File: src/rtl/divider_if.sv
// Operand/result bundle for the serial divider: operands and select in, registered results out.
interface divider_if;
  logic [31:0] dividend;
  logic [31:0] divisor;
  logic [1:0]  select;
  logic [31:0] quotient;
  logic [31:0] remainder;
  logic        done;
  logic        div_zero;

  modport master (
    output dividend, divisor, select,
    input  quotient, remainder, done, div_zero
  );

  modport slave (
    input  dividend, divisor, select,
    output quotient, remainder, done, div_zero
  );
endinterface

File: src/rtl/divider.sv
// 32-bit restoring shift-subtract divider, one quotient bit per step, signed or unsigned via `sign`.
// Optional divide-by-zero trap enabled by defining DIVIDER_ZERO_TRAP_EN.
//
// state   | meaning
// ST_IDLE | no operation since reset; steps ignored
// ST_RUN  | division in progress, step counter > 0
// ST_DONE | quotient/remainder hold a completed result; steps ignored
module divider #(
  parameter logic sign = 1'b1
) (
  input  logic      clk,
  input  logic      reset,
  divider_if.slave  bus
);

  typedef enum logic [1:0] {ST_IDLE, ST_RUN, ST_DONE} state_t;

  localparam logic [1:0] SEL_LOAD = 2'b00;
  localparam logic [1:0] SEL_STEP = 2'b01;

  state_t      state_q, state_d;
  logic [5:0]  cnt_q;
  logic [31:0] dvd_q, dvs_q, part_q, quo_q;
  logic [31:0] quotient_q, remainder_q;
  logic        neg_quo_q, neg_rem_q;

  logic        load, step, last_step, zero_trap;
  logic [31:0] dividend_mag, divisor_mag;
  logic [32:0] shifted;
  logic        ge;
  logic [31:0] part_next, quo_next;

  always_comb begin
    load      = (bus.select == SEL_LOAD);
    step      = (bus.select == SEL_STEP) && (state_q == ST_RUN);
    last_step = step && (cnt_q == 6'd1);
`ifdef DIVIDER_ZERO_TRAP_EN
    zero_trap = load && (bus.divisor == 32'd0);
`else
    zero_trap = 1'b0;
`endif
  end

  always_comb begin
    state_d = state_q;
    if (load)
      state_d = zero_trap ? ST_DONE : ST_RUN;
    else if (last_step)
      state_d = ST_DONE;
  end

  always_ff @(posedge clk) begin
    if (reset) state_q <= ST_IDLE;
    else       state_q <= state_d;
  end

  // Partial remainder is always below the divisor magnitude, so the trial
  // difference fits in 32 bits whenever the compare succeeds.
  always_comb begin
    dividend_mag = (sign && bus.dividend[31]) ? (32'd0 - bus.dividend) : bus.dividend;
    divisor_mag  = (sign && bus.divisor[31])  ? (32'd0 - bus.divisor)  : bus.divisor;
    shifted      = {part_q, dvd_q[31]};
    ge           = (shifted >= {1'b0, dvs_q});
    part_next    = ge ? (shifted[31:0] - dvs_q) : shifted[31:0];
    quo_next     = {quo_q[30:0], ge};
  end

  always_ff @(posedge clk) begin
    if (reset) begin
      cnt_q       <= 6'd0;
      dvd_q       <= 32'd0;
      dvs_q       <= 32'd0;
      part_q      <= 32'd0;
      quo_q       <= 32'd0;
      quotient_q  <= 32'd0;
      remainder_q <= 32'd0;
      neg_quo_q   <= 1'b0;
      neg_rem_q   <= 1'b0;
    end else if (load) begin
      cnt_q       <= zero_trap ? 6'd0 : 6'd32;
      dvd_q       <= dividend_mag;
      dvs_q       <= divisor_mag;
      part_q      <= 32'd0;
      quo_q       <= 32'd0;
      quotient_q  <= zero_trap ? 32'hFFFF_FFFF : 32'd0;
      remainder_q <= zero_trap ? bus.dividend : 32'd0;
      neg_quo_q   <= sign & (bus.dividend[31] ^ bus.divisor[31]);
      neg_rem_q   <= sign & bus.dividend[31];
    end else if (step) begin
      cnt_q  <= cnt_q - 6'd1;
      dvd_q  <= {dvd_q[30:0], 1'b0};
      part_q <= part_next;
      quo_q  <= quo_next;
      if (last_step) begin
        quotient_q  <= neg_quo_q ? (32'd0 - quo_next)  : quo_next;
        remainder_q <= neg_rem_q ? (32'd0 - part_next) : part_next;
      end
    end
  end

`ifdef DIVIDER_ZERO_TRAP_EN
  logic div_zero_q;

  always_ff @(posedge clk) begin
    if (reset)     div_zero_q <= 1'b0;
    else if (load) div_zero_q <= zero_trap;
  end

  assign bus.div_zero = div_zero_q;
`else
  assign bus.div_zero = 1'b0;
`endif

  assign bus.quotient  = quotient_q;
  assign bus.remainder = remainder_q;
  assign bus.done      = (state_q == ST_DONE);

endmodule
File: src/flat_wrapper.sv
// flat-port wrapper written by rule: the top's interface ports become plain ports
module divider_flat 
#(
  parameter logic sign = 1'b1
)
  (clk, reset, bus_dividend, bus_divisor, bus_select, bus_quotient, bus_remainder, bus_done, bus_div_zero);
  divider_if bus_i ();
  input  logic clk;
  input  logic reset;
  input wire logic [$bits(bus_i.dividend)-1:0] bus_dividend;
  input wire logic [$bits(bus_i.divisor)-1:0] bus_divisor;
  input wire logic [$bits(bus_i.select)-1:0] bus_select;
  output wire logic [$bits(bus_i.quotient)-1:0] bus_quotient;
  output wire logic [$bits(bus_i.remainder)-1:0] bus_remainder;
  output wire logic [$bits(bus_i.done)-1:0] bus_done;
  output wire logic [$bits(bus_i.div_zero)-1:0] bus_div_zero;
  assign bus_i.dividend = bus_dividend;
  assign bus_i.divisor = bus_divisor;
  assign bus_i.select = bus_select;
  assign bus_quotient = bus_i.quotient;
  assign bus_remainder = bus_i.remainder;
  assign bus_done = bus_i.done;
  assign bus_div_zero = bus_i.div_zero;
  divider #(.sign(sign)) u_core (.clk(clk), .reset(reset), .bus(bus_i));
endmodule
File: config.mk
export PLATFORM = sky130hd
export DESIGN_NAME = divider_flat
export DESIGN_NICKNAME = d
export VERILOG_FILES = /design/src/rtl/divider_if.sv /design/src/rtl/divider.sv /design/src/flat_wrapper.sv
export SDC_FILE = /design/constraint.sdc
export NUM_CORES = 1
export LEC_CHECK = 0
export ABC_AREA = 1
export BUFFER_PORTS_ARGS = -buffer_cell sky130_fd_sc_hd__buf_4
export CAP_MARGIN = 15
export CORE_MARGIN = 3
export CORE_UTILIZATION = 40
export DETAILED_ROUTE_END_ITERATION = 8
export GPL_TIMING_DRIVEN = 0
export PLACE_DENSITY = 0.57
export SYNTH_ARGS = -nofsm -noshare
export SYNTH_HDL_FRONTEND = slang
export SYNTH_SLANG_ARGS = --single-unit
export TNS_END_PERCENT = 30
File: constraint.sdc
create_clock -name clk -period 3.82 [get_ports clk]
set_clock_uncertainty 0.15 [all_clocks]
set_input_delay 0.764 -clock clk [delete_from_list [all_inputs] [get_ports clk]]
set_output_delay 0.764 -clock clk [all_outputs]
set_load 0.005 [all_outputs]
==> metrics <==
status=complete, no violations; number of DRC markers in iteration 0=1,199; total power=0.007474 W; Worst Tran Pin Value=0.9360 ns; Setup Crit Path Kind=flip-flop to flip-flop; site row count=66; PwrDens=approximately 440 nW/µm²; routability cong.=between 0.9 and 1; most frequent cell after synthesis=nand2_1; initial antenna violation count=0; top_reg_cell synth=dfxtp_1; WL per Instance=17.65 µm; setup slack after layout=0.1406 ns; Layout area overhead=25.66%; Final Critical Period=3.679 ns; final hold vios=0; Die ar.=36,200 µm²; Mapped Nets=2,288; Achievable Freq=271.8 MHz; CP Data Required Time=4.11 ns; Post-Synth XOR/XNOR Area=0.04192; Worst VDD drop=0.3169 mV; yosys warns=0; async set-reset flop share out of synthesis=0; endpoint class of the critical path=flip-flop; Mean Syn Cell Area=6.227 µm²; share of cells above drive strength 1=0.1809; max cap viols=0; Post-synth EDFFs=0; # IOs=134; fin crit share=0.9632; Synth Area in Simple Gates=0.3204; total CTS buffers=25; core area=33,030 µm²; n_diodes=0; # H-tree levels=1; gr ovfl total=0; DR vias/cell=5.242; crit start category=flip-flop; Port Buf Inserts=129; Skew-Pair Late Insertion Delay=0.55 ns; Rel. slew slack=0.3760; clock tree buffer depth=3; most common library cells after synthesis=523 x nand2_1, 335 x inv_1, 241 x nor2_1; clock tree from TritonCTS=yes; Tot GR Track Use=0.2685; share of the synthesized area in the top cell type=0.2963; via count=14,835; CTS root buf=clkbuf_16; synth unique cells=54; NumNets Final=2,478; Die Y=190.3 µm; Synth Area in Adders=0.03648; DR pass1 iterations=6; CP max-delay cell=dfxtp_2; RSZ-0062 raised after global routing=yes; TritonCTS Sinks=201; Starting Density=0.4111; Worst path max stage delay=~0.38 ns; HP Class=flip-flop to flip-flop; Slew Limit Fails=0; Die Wd=approximately 190 µm; Final ANT Viol Nets=0; Post-Route WL=49,950 µm; CTS Hold Bufs=0; top cells by area, synth=dfxtp_1 30%, nand2_1 14%, inv_1 9.3%; post-synth top area cell=dfxtp_1; #FFs+latches synth=201; drc violations=0; dpl ws=-1.203 ns; DP Cell Count=2,752; fin area=17,070 µm²; DP HPWL=around 39,000 µm; Max FO, Critical Path=8; fin cells=2,830; Post-Syn Area=~14,000 µm²; Synth Area in Compound Gates=0.1793; CTS clk-pin slew, worst paths=0.06 ns; Crit path max-delay family=simple AND/OR/NAND/NOR gates; post-synthesis cell count=2,181; largest family of logic cells by synthesized area=simple AND/OR/NAND/NOR gates; LEAKAGE=8.229 nW; critical path's most frequent cell=nand2_1; sequential share of the synthesized area=0.2963; vias in the first global route=14,056; Worst Path Buf+Inv=3; Critical Path AT=3.97 ns; placed cell area=15,100 µm²; fraction of synthesized area in multiplexers=0; first-pass GRT wire length=76,580 µm; largest net degree at the start of global routing=14; final setup vio count=0
[what timing repair did]
| action | 4_1_cts | 5_1_grt |
|---|---|---|
| setup endpoints to repair | 19 | 21 |
| resized for setup | 103 | 89 |
| pin swaps | 11 | 32 |
| endpoints found under the hold margin | 0 | 0 |
| setup buffers | 10 | 24 |
[per-stage QoR]
step	hold slack [ns]	TNS, ns	util
6_report	0.3143	0	0.5166
5_1_grt	0.3347	-0.1358	0.5166
4_1_cts	0.3137	0	0.5032
3_5_place_dp	0.3042	-8.173	0.4572
3_3_place_gp	0.2986	-7.584	0.4572
2_1_floorplan	0.2847	0	-
[registers in the layout, indices dropped and copies added (netlist names)]
register / count
u_core.bus.quotient: 32
u_core.bus.remainder: 32
u_core.cnt_q: 6
u_core.dvd_q: 32
u_core.dvs_q: 32
u_core.neg_quo_q: 1
u_core.neg_rem_q: 1
u_core.part_q: 32
u_core.quo_q: 31
u_core.state_q: 2
[cells by family after synthesis]
group | Yosys count
compound gates | 424
xor+xnor | 65
other cells | 1
flops | 201
buf+inv | 434
fa+ha+maj | 39
simple gates | 1017
[worst register-to-register path: stages, from the launching register on]
cell	delay, ns
dfxtp_2	0.38
ha_4	0.23
nand2_1	0.12
nor2_1	0.10
nand2_2	0.11
nor2_1	0.06
nand2_1	0.10
nand3_2	0.10
nor2_4	0.19
nand2_4	0.08
buf_12	0.16
inv_16	0.06
ha_4	0.13
nand3_4	0.07
nor3_4	0.18
nand3_2	0.14
nor3_4	0.18
nand3_4	0.15
o21ai_4	0.17
nand2_2	0.10
a21oi_4	0.15
o21ai_2	0.09
nand2_1	0.10
nand2_1	0.06
o221ai_2	0.15
inv_1	0.05
[layer usage]
metal	vias up	wire [µm]	GRT usage
met4	0	1319	0.07621
met2	484	22390	0.4399
met1	6841	22840	0.3655
met3	73	3398	0.04485
met5	-	0	0
li1	7437	-	-
[layout make-up]
cell class                      instances  area (µm²)
Clock buffer                           33       715.7
Timing Repair Buffer                  163        1227
Inverter                              346        1335
Sequential cell                       201        4069
Buffer                                 88       407.9
Multi-Input combinational cell       1546        8556
Tap cell                              442       553.0
Clock inverter                         11       201.4
Fill cell                            3411       15970
[power breakdown]
group / switching, W / internal, W / leakage (nW)
Clock: 0.000980 / 0.00166 / 0.450
Sequential: 0.0000532 / 0.00216 / 1.64
Combinational: 0.00174 / 0.000886 / 6.14
Total: 0.00277 / 0.00470 / 8.23
[final timing paths]
path	startpoint	end	slack, ns	depth (start not counted)
max	u_core.part_q[4]$_SDFFE_PP0P_	u_core.bus.quotient[30]$_SDFFE_PP0P_	0.14	25
min	u_core.dvd_q[30]$_SDFFE_PP0P_	u_core.dvd_q[30]$_SDFFE_PP0P_	0.31	2
max reg2reg	u_core.part_q[4]$_SDFFE_PP0P_	u_core.bus.quotient[30]$_SDFFE_PP0P_	0.14	25
min reg2reg	u_core.dvd_q[30]$_SDFFE_PP0P_	u_core.dvd_q[30]$_SDFFE_PP0P_	0.31	2
[cell usage in the layout (no fill, tap or decap), drive strengths merged, types with 2 or more instances in the layout]
cell type  netlist  routed
a31oi            5       5
ha              38      38
clkbuf          60      93
inv            345     346
a21o             3       3
nand3          125     125
a211oi           6       6
nor3            34      34
clkinv           1       5
o22ai           15      15
o21bai           2       2
and2             4       4
bufinv           0       5
o31ai            5       5
o21ai          158     158
buf             28     191
o32ai           10      10
nand3b           4       4
and3             4       4
xnor2           14      14
nor2           257     257
or2              8       8
nand2          546     546
a21oi          154     154
nor4             9       9
nand4           24      24
xor2            51      51
o221ai          10      10
dfxtp          201     201
o211ai          51      51
No activity file was read; power rests on OpenSTA's default activity.
